--- src/rtl/ps2_key_events.sv ---
// PS/2 set-2 scan-code to per-key event decoder.
// Tracks E0/F0 prefixes, keeps per-key held state and drives each key output
// in level, press-pulse, typematic-repeat or toggle mode.
// Ports:
//   clk, rst_n  - clock, asynchronous active-low reset
//   ps2_byte    - received byte, qualified by ps2_valid
//   ps2_valid   - one-cycle strobe per received byte
//   clr         - synchronous clear of all key state and the prefix FSM
//   keys        - per-key output, meaning set by KEY_MODES
//   held        - per-key physical held state
module ps2_key_events #(
  parameter int unsigned NUM_KEYS      = 4,
  parameter logic [9*NUM_KEYS-1:0] KEY_CODES = {9'h05A, 9'h029, 9'h172, 9'h175},
  parameter logic [63:0] KEY_MODES     = 64'h0000_0000_0000_00DA,
  parameter int unsigned REPEAT_DELAY  = 25_000_000,
  parameter int unsigned REPEAT_PERIOD = 5_000_000,
  parameter int unsigned CNT_W         = 32
) (
  input  logic                clk,
  input  logic                rst_n,
  input  logic [7:0]          ps2_byte,
  input  logic                ps2_valid,
  input  logic                clr,
  output logic [NUM_KEYS-1:0] keys,
  output logic [NUM_KEYS-1:0] held
);

  localparam int unsigned CODE_W = 9;
  localparam logic [CNT_W-1:0] DELAY_LD  = CNT_W'(REPEAT_DELAY);
  localparam logic [CNT_W-1:0] PERIOD_LD = CNT_W'(REPEAT_PERIOD);
  localparam logic [CNT_W-1:0] CNT_ONE   = CNT_W'(1);

  typedef enum logic [1:0] {
    ST_IDLE    = 2'd0,
    ST_EXT     = 2'd1,
    ST_BRK     = 2'd2,
    ST_EXT_BRK = 2'd3
  } state_t;

  state_t state_q, state_d;

  logic              ev_valid;
  logic              ev_brk;
  logic [CODE_W-1:0] ev_code;

  logic [NUM_KEYS-1:0] held_d, keys_d;
  logic [CNT_W-1:0]    cnt_q [NUM_KEYS];
  logic [CNT_W-1:0]    cnt_d [NUM_KEYS];

  // Bytes that carry no key information (ACK, BAT, echo, resend, errors, pause prefix).
  function automatic logic is_discard(input logic [7:0] b);
    case (b)
      8'h00, 8'hAA, 8'hEE, 8'hFA, 8'hFE, 8'hFF, 8'hE1: is_discard = 1'b1;
      default:                                         is_discard = 1'b0;
    endcase
  endfunction

  // Prefix state register.
  always_ff @(posedge clk or negedge rst_n) begin
    if (!rst_n) state_q <= ST_IDLE;
    else        state_q <= state_d;
  end

  // Prefix next-state; an E0 always restarts an extended sequence.
  always_comb begin
    state_d = state_q;
    if (clr) begin
      state_d = ST_IDLE;
    end else if (ps2_valid) begin
      if (ps2_byte == 8'hE0) begin
        state_d = ST_EXT;
      end else if (ps2_byte == 8'hF0) begin
        case (state_q)
          ST_IDLE: state_d = ST_BRK;
          ST_EXT:  state_d = ST_EXT_BRK;
          default: state_d = state_q;
        endcase
      end else begin
        state_d = ST_IDLE;
      end
    end
  end

  // Event decode from the current prefix state and the incoming byte.
  always_comb begin
    ev_valid = 1'b0;
    ev_brk   = 1'b0;
    ev_code  = '0;
    if (ps2_valid && !clr && ps2_byte != 8'hE0 && ps2_byte != 8'hF0 && !is_discard(ps2_byte)) begin
      ev_valid = 1'b1;
      ev_brk   = (state_q == ST_BRK) || (state_q == ST_EXT_BRK);
      ev_code  = {(state_q == ST_EXT) || (state_q == ST_EXT_BRK), ps2_byte};
    end
  end

  // Per-key held/output/repeat next state.
  always_comb begin
    held_d = held;
    keys_d = '0;
    cnt_d  = cnt_q;
    for (int i = 0; i < NUM_KEYS; i++) begin
      logic hit, mk, bk, press;
      hit   = ev_valid && (KEY_CODES[CODE_W*i +: CODE_W] == ev_code);
      mk    = hit && !ev_brk;
      bk    = hit && ev_brk;
      press = mk && !held[i];
      if (mk)      held_d[i] = 1'b1;
      else if (bk) held_d[i] = 1'b0;
      cnt_d[i] = '0;
      case (KEY_MODES[2*i +: 2])
        2'd0: keys_d[i] = held_d[i];
        2'd1: keys_d[i] = press;
        2'd2: begin
          // Break takes priority over a repeat pulse due in the same cycle.
          if (press) begin
            keys_d[i] = 1'b1;
            cnt_d[i]  = DELAY_LD;
          end else if (bk || !held[i]) begin
            cnt_d[i]  = '0;
          end else if (cnt_q[i] == CNT_ONE) begin
            keys_d[i] = 1'b1;
            cnt_d[i]  = PERIOD_LD;
          end else if (cnt_q[i] != '0) begin
            cnt_d[i]  = cnt_q[i] - CNT_ONE;
          end
        end
        default: keys_d[i] = keys[i] ^ press;
      endcase
      if (clr) begin
        held_d[i] = 1'b0;
        keys_d[i] = 1'b0;
        cnt_d[i]  = '0;
      end
    end
  end

  // Per-key state registers; outputs come straight from flops.
  always_ff @(posedge clk or negedge rst_n) begin
    if (!rst_n) begin
      held <= '0;
      keys <= '0;
      for (int i = 0; i < NUM_KEYS; i++) cnt_q[i] <= '0;
    end else begin
      held <= held_d;
      keys <= keys_d;
      for (int i = 0; i < NUM_KEYS; i++) cnt_q[i] <= cnt_d[i];
    end
  end

endmodule

--- config.mk ---
export PLATFORM = sky130hd
export DESIGN_NAME = ps2_key_events
export DESIGN_NICKNAME = d
export VERILOG_FILES = /design/src/rtl/ps2_key_events.sv
export SDC_FILE = /design/constraint.sdc
export NUM_CORES = 1
export LEC_CHECK = 0
export CORE_MARGIN = 1
export CORE_UTILIZATION = 52
export CTS_BUF_LIST = sky130_fd_sc_hd__clkbuf_4 sky130_fd_sc_hd__clkbuf_8
export DETAILED_ROUTE_END_ITERATION = 10
export PLACE_DENSITY_LB_ADDON = 0.05
export SYNTH_ARGS = -nofsm -noshare
export SYNTH_HDL_FRONTEND = slang
export SYNTH_SLANG_ARGS = --single-unit
export TNS_END_PERCENT = 20
--- constraint.sdc ---
create_clock -name clk -period 2.45 [get_ports clk]
set_input_delay 0.49 -clock clk [delete_from_list [all_inputs] [get_ports clk]]
set_output_delay 0.49 -clock clk [all_outputs]
set_load 0.02 [all_outputs]
==> results of run 1 <==
metal layers:
| layer | GRT usage (%) | wire length (µm) | vias up |
|---|---|---|---|
| met5 | 0 | 0 | - |
| met4 | 10.41 | 176 | 0 |
| met3 | 3.825 | 246 | 16 |
| met2 | 40.84 | 4139 | 55 |
| met1 | 32.21 | 4038 | 1551 |
| li1 | - | - | 1589 |
stage by stage:
step	util, %	instance area [µm²]
6_report	65.24	4732
5_1_grt	65.24	4732
4_1_cts	65.19	4728
3_5_place_dp	62.12	4506
3_3_place_gp	62.12	4506
2_1_floorplan	-	3902
worst max-delay path: cells and delay by family (launching register included):
| kind | cells | cell delay (ns) |
|---|---|---|
| AOI/OAI and AO/OA | 1 | 0.28 |
| buffers and inverters | 2 | 0.34 |
| and+or+nand+nor | 4 | 1.28 |
| DFF | 1 | 0.40 |
sequential cells by signal, summed over array words and instances (netlist names):
| signal | count |
|---|---|
| cnt_q | 64 |
| held | 4 |
| keys | 4 |
| state_q | 2 |
Yosys cell counts (2+ instances only):
cell and n:
dfrtp_1 74, nor2_1 59, xnor2_1 44, nor4_1 23, nor3_1 22, nand2_1 20, o21ai_0 19, nand3_1 13
a21oi_1 12, inv_1 11, or3_1 9, nand4_1 8, xor2_1 8, clkbuf_1 7, or4_1 7, o31ai_1 6
a31oi_1 5, nand2b_1 5, ha_1 4, mux2i_1 3, nand4b_1 3, nor3b_1 3, nor4_2 3, nor4b_1 3
or2_2 3, a41oi_1 2, and4b_1 2, buf_2 2, buf_6 2, o311ai_0 2, o41ai_1 2, or3b_2 2
or4_4 2
where the power goes:
| group | switching (mW) | internal [mW] | total (mW) |
|---|---|---|---|
| Combinational | 0.0394 | 0.0293 | 0.0687 |
| Sequential | 0.000629 | 1.22 | 1.22 |
| Clock | 0.455 | 0.609 | 1.06 |
| Total | 0.495 | 1.86 | 2.35 |
how the worst max path moves through the flow:
stage / slack, ns / cells after the start / from / endpoint
2_1_floorplan: 0.14 / 7 / clr / cnt_q[116]$_DFF_PN0_
3_3_place_gp: -0.12 / 7 / ps2_valid / cnt_q[119]$_DFF_PN0_
3_5_place_dp: -0.20 / 8 / ps2_valid / cnt_q[70]$_DFF_PN0_
4_1_cts: 0.03 / 7 / cnt_q[89]$_DFF_PN0_ / cnt_q[92]$_DFF_PN0_
5_1_grt: -0.06 / 7 / cnt_q[89]$_DFF_PN0_ / cnt_q[92]$_DFF_PN0_
6_report: 0.04 / 7 / cnt_q[89]$_DFF_PN0_ / cnt_q[92]$_DFF_PN0_
timing repair:
item / 4_1_cts / 5_1_grt
resized for setup: 0 / 2
endpoints found under the setup margin: 0 / 42
hold buffers: 0 / 0
final cells by class:
class                           instances  area (µm²)  share of cell area [%]
Multi-Input combinational cell        308        1954                   41.30
Sequential cell                        74        1852                   39.13
Timing Repair Buffer                   64       538.0                   11.37
Clock buffer                           11       145.1                   3.067
Tap cell                               99       123.9                   2.618
Clock inverter                          5       77.57                   1.639
Inverter                               11       41.29                  0.8726
cell families (layout without fill, tap and decap cells):
logic type	Yosys count	count (layout)	synth area share [%]
XOR/XNOR	52	52	11.67
AND/OR/NAND/NOR	192	192	26.71
buffers and inverters	22	91	2.565
flip-flops	74	74	47.45
adder cells (fa/ha/maj)	4	4	1.283
multiplexers	4	4	1.058
AO/OA/AOI/OAI	56	56	9.266
==> summary.txt, run 1 <==
outcome -> finished, final reports clean
Max Freq -> 0.4153 GHz
antenna violations before repair -> 0
Syn Nets -> 420
unrepaired setup endpoints after global routing -> yes
largest net degree at the start of global routing -> 42
TritonCTS clock tree -> built
YS warnings -> 0
gr ovfl total -> 0
most common cell after layout, fill and taps aside -> dfrtp_1
Startpoint Class -> flop
Cell Chain, Critical Path -> or4_4 -> nand2b_4 -> or4_4 -> o31ai_4 -> buf_4 -> buf_4 -> nor2_1
worst slack, placed -> -0.2005 ns
WL/cell -> 15.04 µm
# diodes -> 0
area grow syn2layout -> 21.26%
num rows -> 31
synthesis-stage register bit count -> 74
Slew Limit Headroom -> 61.80%
IO Pins -> 20
setup violators final -> 0
Sink Count -> 74
Max Clock Skew -> 0.007036 ns
synth top area cells -> dfrtp_1, xnor2_1, nor2_1, nor4_1, nor3_1
FF-to-FF path depth -> 7
critical path class -> reg -> reg
first-pass GRT wire length -> 14660 µm
Crit-path slowest cell -> or4_4
number of buffers created by CTS -> 9
Tcrit/Tclk final -> 98.28%
Max Cap Viol -> 0
Placeable Area -> 7253 µm²
nets -> 484
GRT Util Overall -> 24.61%
post-synth top area cell -> dfrtp_1
Clk Latency, worst-skew pair -> 0.35 ns
DR vias -> 3211
Post-synth top flop -> dfrtp_1
Avg Cell Area, Syn -> 9.660 µm²
layout cells sized above 1 -> 16.70%
count of pins over their slew limit -> 0
Die Wd -> 88.63 µm
Netlist cell types -> 47
Fillers -> 632
min Tclk post-route -> 2.408 ns
Hold/Removal Path Class -> in -> async
Port Buffer Count -> 19
Hold Fails Final Rpt -> 0
number of global-route vias before repair -> 3169
Async S/R FF share, synth -> 100.0%
gpl congestion -> 0.8425
Initial Util -> 53.80%
first drt pass iteration count -> 4
H-tree Lvls -> 3
CP required -> 2.69 ns
Slew @ Worst Pin -> 0.5678 ns
post-synthesis sequential area ratio -> 47.45%
CTS Buffer Depth -> 2
post-synth top area share -> 47.45%
CTS root buf -> clkbuf_8
Clock transition at path regs -> 0.08 ns
DP Wirelength -> 6432 µm
PwrDens -> 497.5 nW/µm²
Critical Path Fanout Max -> 8
Max VDD drop -> 0.3860 mV
Post-CTS Setup Bufs -> 0
Setup WS post-layout -> 0.04210 ns
antenna-violating nets left -> 0
FF-to-FF Start -> cnt_q[89]$_DFF_PN0_
Hold WS -> 0.08231 ns
DIE HEIGHT -> 88.63 µm
area of the mapped netlist -> 3902 µm²
Worst setup EP type -> flop
most frequent cells in the layout -> dfrtp_1, nor2_1, buf_4, xnor2_1, nor4_1
total power draw -> 2.354 mW
Finished Layout Cells -> 572
Lkg Pwr -> 2.402 nW
number of flops mapped to enable cells by yosys -> 0
Mapped Cells -> 404
Arrival @ worst endpoint -> 2.65 ns
R2R Path End -> cnt_q[92]$_DFF_PN0_
Post-Place Cells -> 556
via/cell ratio -> 5.614
# DRC -> 0
largest stage delay on the critical path -> 0.54 ns
DR iter-0 viols -> 166
die area -> 7855 µm²
DRT Wirelength -> 8601 µm
setup TNS -> 0 ns
FF-to-FF setup slack -> 0.04 ns
Power figures use the tool's default switching activity.
==> run 2, diff against run 1 <==
- DONT_BUFFER_PORTS: default -> 1
==> run 2 against run 1 <==
  * The flow now finishes with violations (hold timing)
  * Clock skew increased by 0.0042 ns
  * Critical path depth down 1
  * Total power fell by 0.54%
  * Critical path type unchanged
  * Clock-buffer cell count down 1
  * Non-clock buffer count down 39
  * Highest routed layer unchanged
==> summary.txt, run 2 (synthesis gave the netlist of run 1 again) <==
Highest Signal Layer -> met4 (unchanged)
FF-to-FF Start -> cnt_q[89]$_DFF_PN0_ (unchanged)
Post-Place Cells -> 516 (was 556)
die area -> 7855 µm² (unchanged)
Biggest register -> cnt_q (unchanged)
Die Wd -> 88.63 µm (unchanged)
total power draw -> 2.342 mW (was 2.354 mW)
max reg flops -> 64 (unchanged)
Max Clock Skew -> 0.01125 ns (was 0.007036 ns)
DP Area -> 4148 µm² (was 4506 µm²)
Lkg Pwr -> 2.243 nW (was 2.402 nW)
outcome -> complete, but fails checks (was finished, final reports clean)
Slew Limit Headroom -> 60.00% (was 61.80%)
most frequent cells in the layout -> dfrtp_1, nor2_1, xnor2_1, nor4_1 (was dfrtp_1, nor2_1, buf_4, xnor2_1, nor4_1)
Tcrit/Tclk final -> 98.20% (was 98.28%)
GRT Util Overall -> 24.11% (was 24.61%)
most common cell after layout, fill and taps aside -> dfrtp_1 (unchanged)
FF-to-FF setup slack -> 0.04 ns (about the same)
top flop regs -> cnt_q x64, held x4, keys x4 (unchanged)
num rows -> 31 (unchanged)
Placeable Area -> 7253 µm² (unchanged)
min Tclk post-route -> 2.406 ns (was 2.408 ns)
Initial Util -> 53.80% (unchanged)
# diodes -> 0 (unchanged)
number of buffers created by CTS -> 9 (unchanged)
setup violators final -> 0 (unchanged)
CTS root buf -> clkbuf_8 (unchanged)
CP bufs+invs -> 1 (was 2)
gpl congestion -> 0.8266 (was 0.8425)
Critical Path Fanout Max -> 13 (was 8)
Max Freq -> 0.4157 GHz (was 0.4153 GHz)
Critical Path Stages -> 6 (was 7)
DR iter-0 viols -> 187 (was 166)
Max Cap Viol -> 0 (unchanged)
Hold/Removal Path Class -> in -> async (unchanged)
fin area -> 4409 µm² (was 4732 µm²)
Layout Utilization -> 60.79% (was 65.24%)
Hold WS -> -0.006625 ns (was 0.08231 ns)
FF-to-FF path depth -> 6 (was 7)
DP Wirelength -> 5906 µm (was 6432 µm)
R2R Path End -> cnt_q[76]$_DFF_PN0_ (was cnt_q[92]$_DFF_PN0_)
first-pass GRT wire length -> 14250 µm (was 14660 µm)
PwrDens -> 531.1 nW/µm² (was 497.5 nW/µm²)
CP top delay family -> simple AND/OR/NAND/NOR gates (unchanged)
Startpoint Class -> flop (unchanged)
Slew @ Worst Pin -> 0.5917 ns (was 0.5678 ns)
first drt pass iteration count -> 4 (unchanged)
Fillers -> 644 (was 632)
count of pins over their slew limit -> 0 (unchanged)
Crit-path slowest cell -> or4_4 (unchanged)
largest stage delay on the critical path -> 0.53 ns (was 0.54 ns)
area grow syn2layout -> 12.98% (was 21.26%)
M1 WL -> 3815 µm (was 4038 µm)
Cell Chain, Critical Path -> or4_4 -> nand2b_4 -> or4_4 -> o31ai_4 -> buf_6 -> o21ai_0 (was or4_4 -> nand2b_4 -> or4_4 -> o31ai_4 -> buf_4 -> buf_4 -> nor2_1)
Clk Latency, worst-skew pair -> 0.35 ns (about the same)
largest net degree at the start of global routing -> 75 (was 42)
Post-CTS Setup Bufs -> 0 (unchanged)
met2 wire length -> 4315 µm (was 4139 µm)
WL/cell -> 15.78 µm (was 15.04 µm)
CP required -> 2.67 ns (was 2.69 ns)
CTS Buffer Depth -> 2 (unchanged)
antenna violations before repair -> 0 (unchanged)
met3 wire length -> 193 µm (was 246 µm)
number of global-route vias before repair -> 3061 (was 3169)
nets -> 445 (was 484)
DR vias -> 3055 (was 3211)
DIE HEIGHT -> 88.63 µm (unchanged)
DRT Wirelength -> 8412 µm (was 8601 µm)
Hold Fails Final Rpt -> 8 (was 0)
antenna-violating nets left -> 0 (unchanged)
Max VDD drop -> 0.3965 mV (was 0.3860 mV)
gr ovfl total -> 0 (unchanged)
most frequent CP cell -> or4_4
Worst setup EP type -> flop (unchanged)
failing checks -> hold timing
TritonCTS clock tree -> built (unchanged)
unrepaired setup endpoints after global routing -> yes (unchanged)
critical path class -> reg -> reg (unchanged)
IO Pins -> 20 (unchanged)
layout cells sized above 1 -> 13.13% (was 16.70%)
crit path from -> cnt_q[89]$_DFF_PN0_ (unchanged)
via/cell ratio -> 5.732 (was 5.614)
Arrival @ worst endpoint -> 2.62 ns (was 2.65 ns)
Port Buffer Count -> 0 (was 19)
Clock transition at path regs -> 0.09 ns (was 0.08 ns)
Sink Count -> 74 (unchanged)
# DRC -> 0 (unchanged)
H-tree Lvls -> 3 (unchanged)
Finished Layout Cells -> 533 (was 572)
[run 2: layout make-up]
cell class | count | area [µm²] | share of cell area, %
Tap cell | 99 | 123.9 | 2.809
Multi-Input combinational cell | 308 | 1951 | 44.24
Timing Repair Buffer | 25 | 215.2 | 4.881
Clock inverter | 6 | 88.84 | 2.015
Inverter | 11 | 41.29 | 0.9364
Clock buffer | 10 | 137.6 | 3.121
Sequential cell | 74 | 1852 | 42.00
[run 2: worst max-delay path by stage]
stage | endpoint | slack [ns]
floorplan | cnt_q[116]$_DFF_PN0_ | 0.14
global placement | cnt_q[76]$_DFF_PN0_ | 0.09
detailed placement | cnt_q[76]$_DFF_PN0_ | 0.05
CTS | cnt_q[76]$_DFF_PN0_ | 0.03
global route | cnt_q[76]$_DFF_PN0_ | -0.02
finish | cnt_q[76]$_DFF_PN0_ | 0.04
[run 2: worst register-to-register path: cells and delay by family (launching register included)]
kind / cells / cell delay, ns
AND/OR/NAND/NOR: 3 / 1.23
AO/OA/AOI/OAI: 2 / 0.43
flip-flops: 1 / 0.40
buffers and inverters: 1 / 0.20
[run 2: timing repair]
item	4_1_cts	5_1_grt
endpoints found under the setup margin	0	2
hold endpoints to repair	74	0
hold buffers	1	0
resized for setup	0	2
[run 2: per-stage QoR]
step	setup TNS (ns)	setup slack, ns
detailed placement	0	0.05441
floorplan	0	0.1423
finish	0	0.04414
global placement	0	0.08638
global route	-0.04208	-0.02337
CTS	0	0.03247
[run 2: report_power, final]
group	switching, mW	internal (mW)
logic	0.0269	0.0114
clock network	0.479	0.603
registers	0.000695	1.22
[run 2: routing by layer]
metal | track usage (%) | vias up
met5 | 0 | -
met4 | 7.918 | 0
met3 | 4.757 | 7
met2 | 43.22 | 49
met1 | 29.05 | 1487
li1 | - | 1512
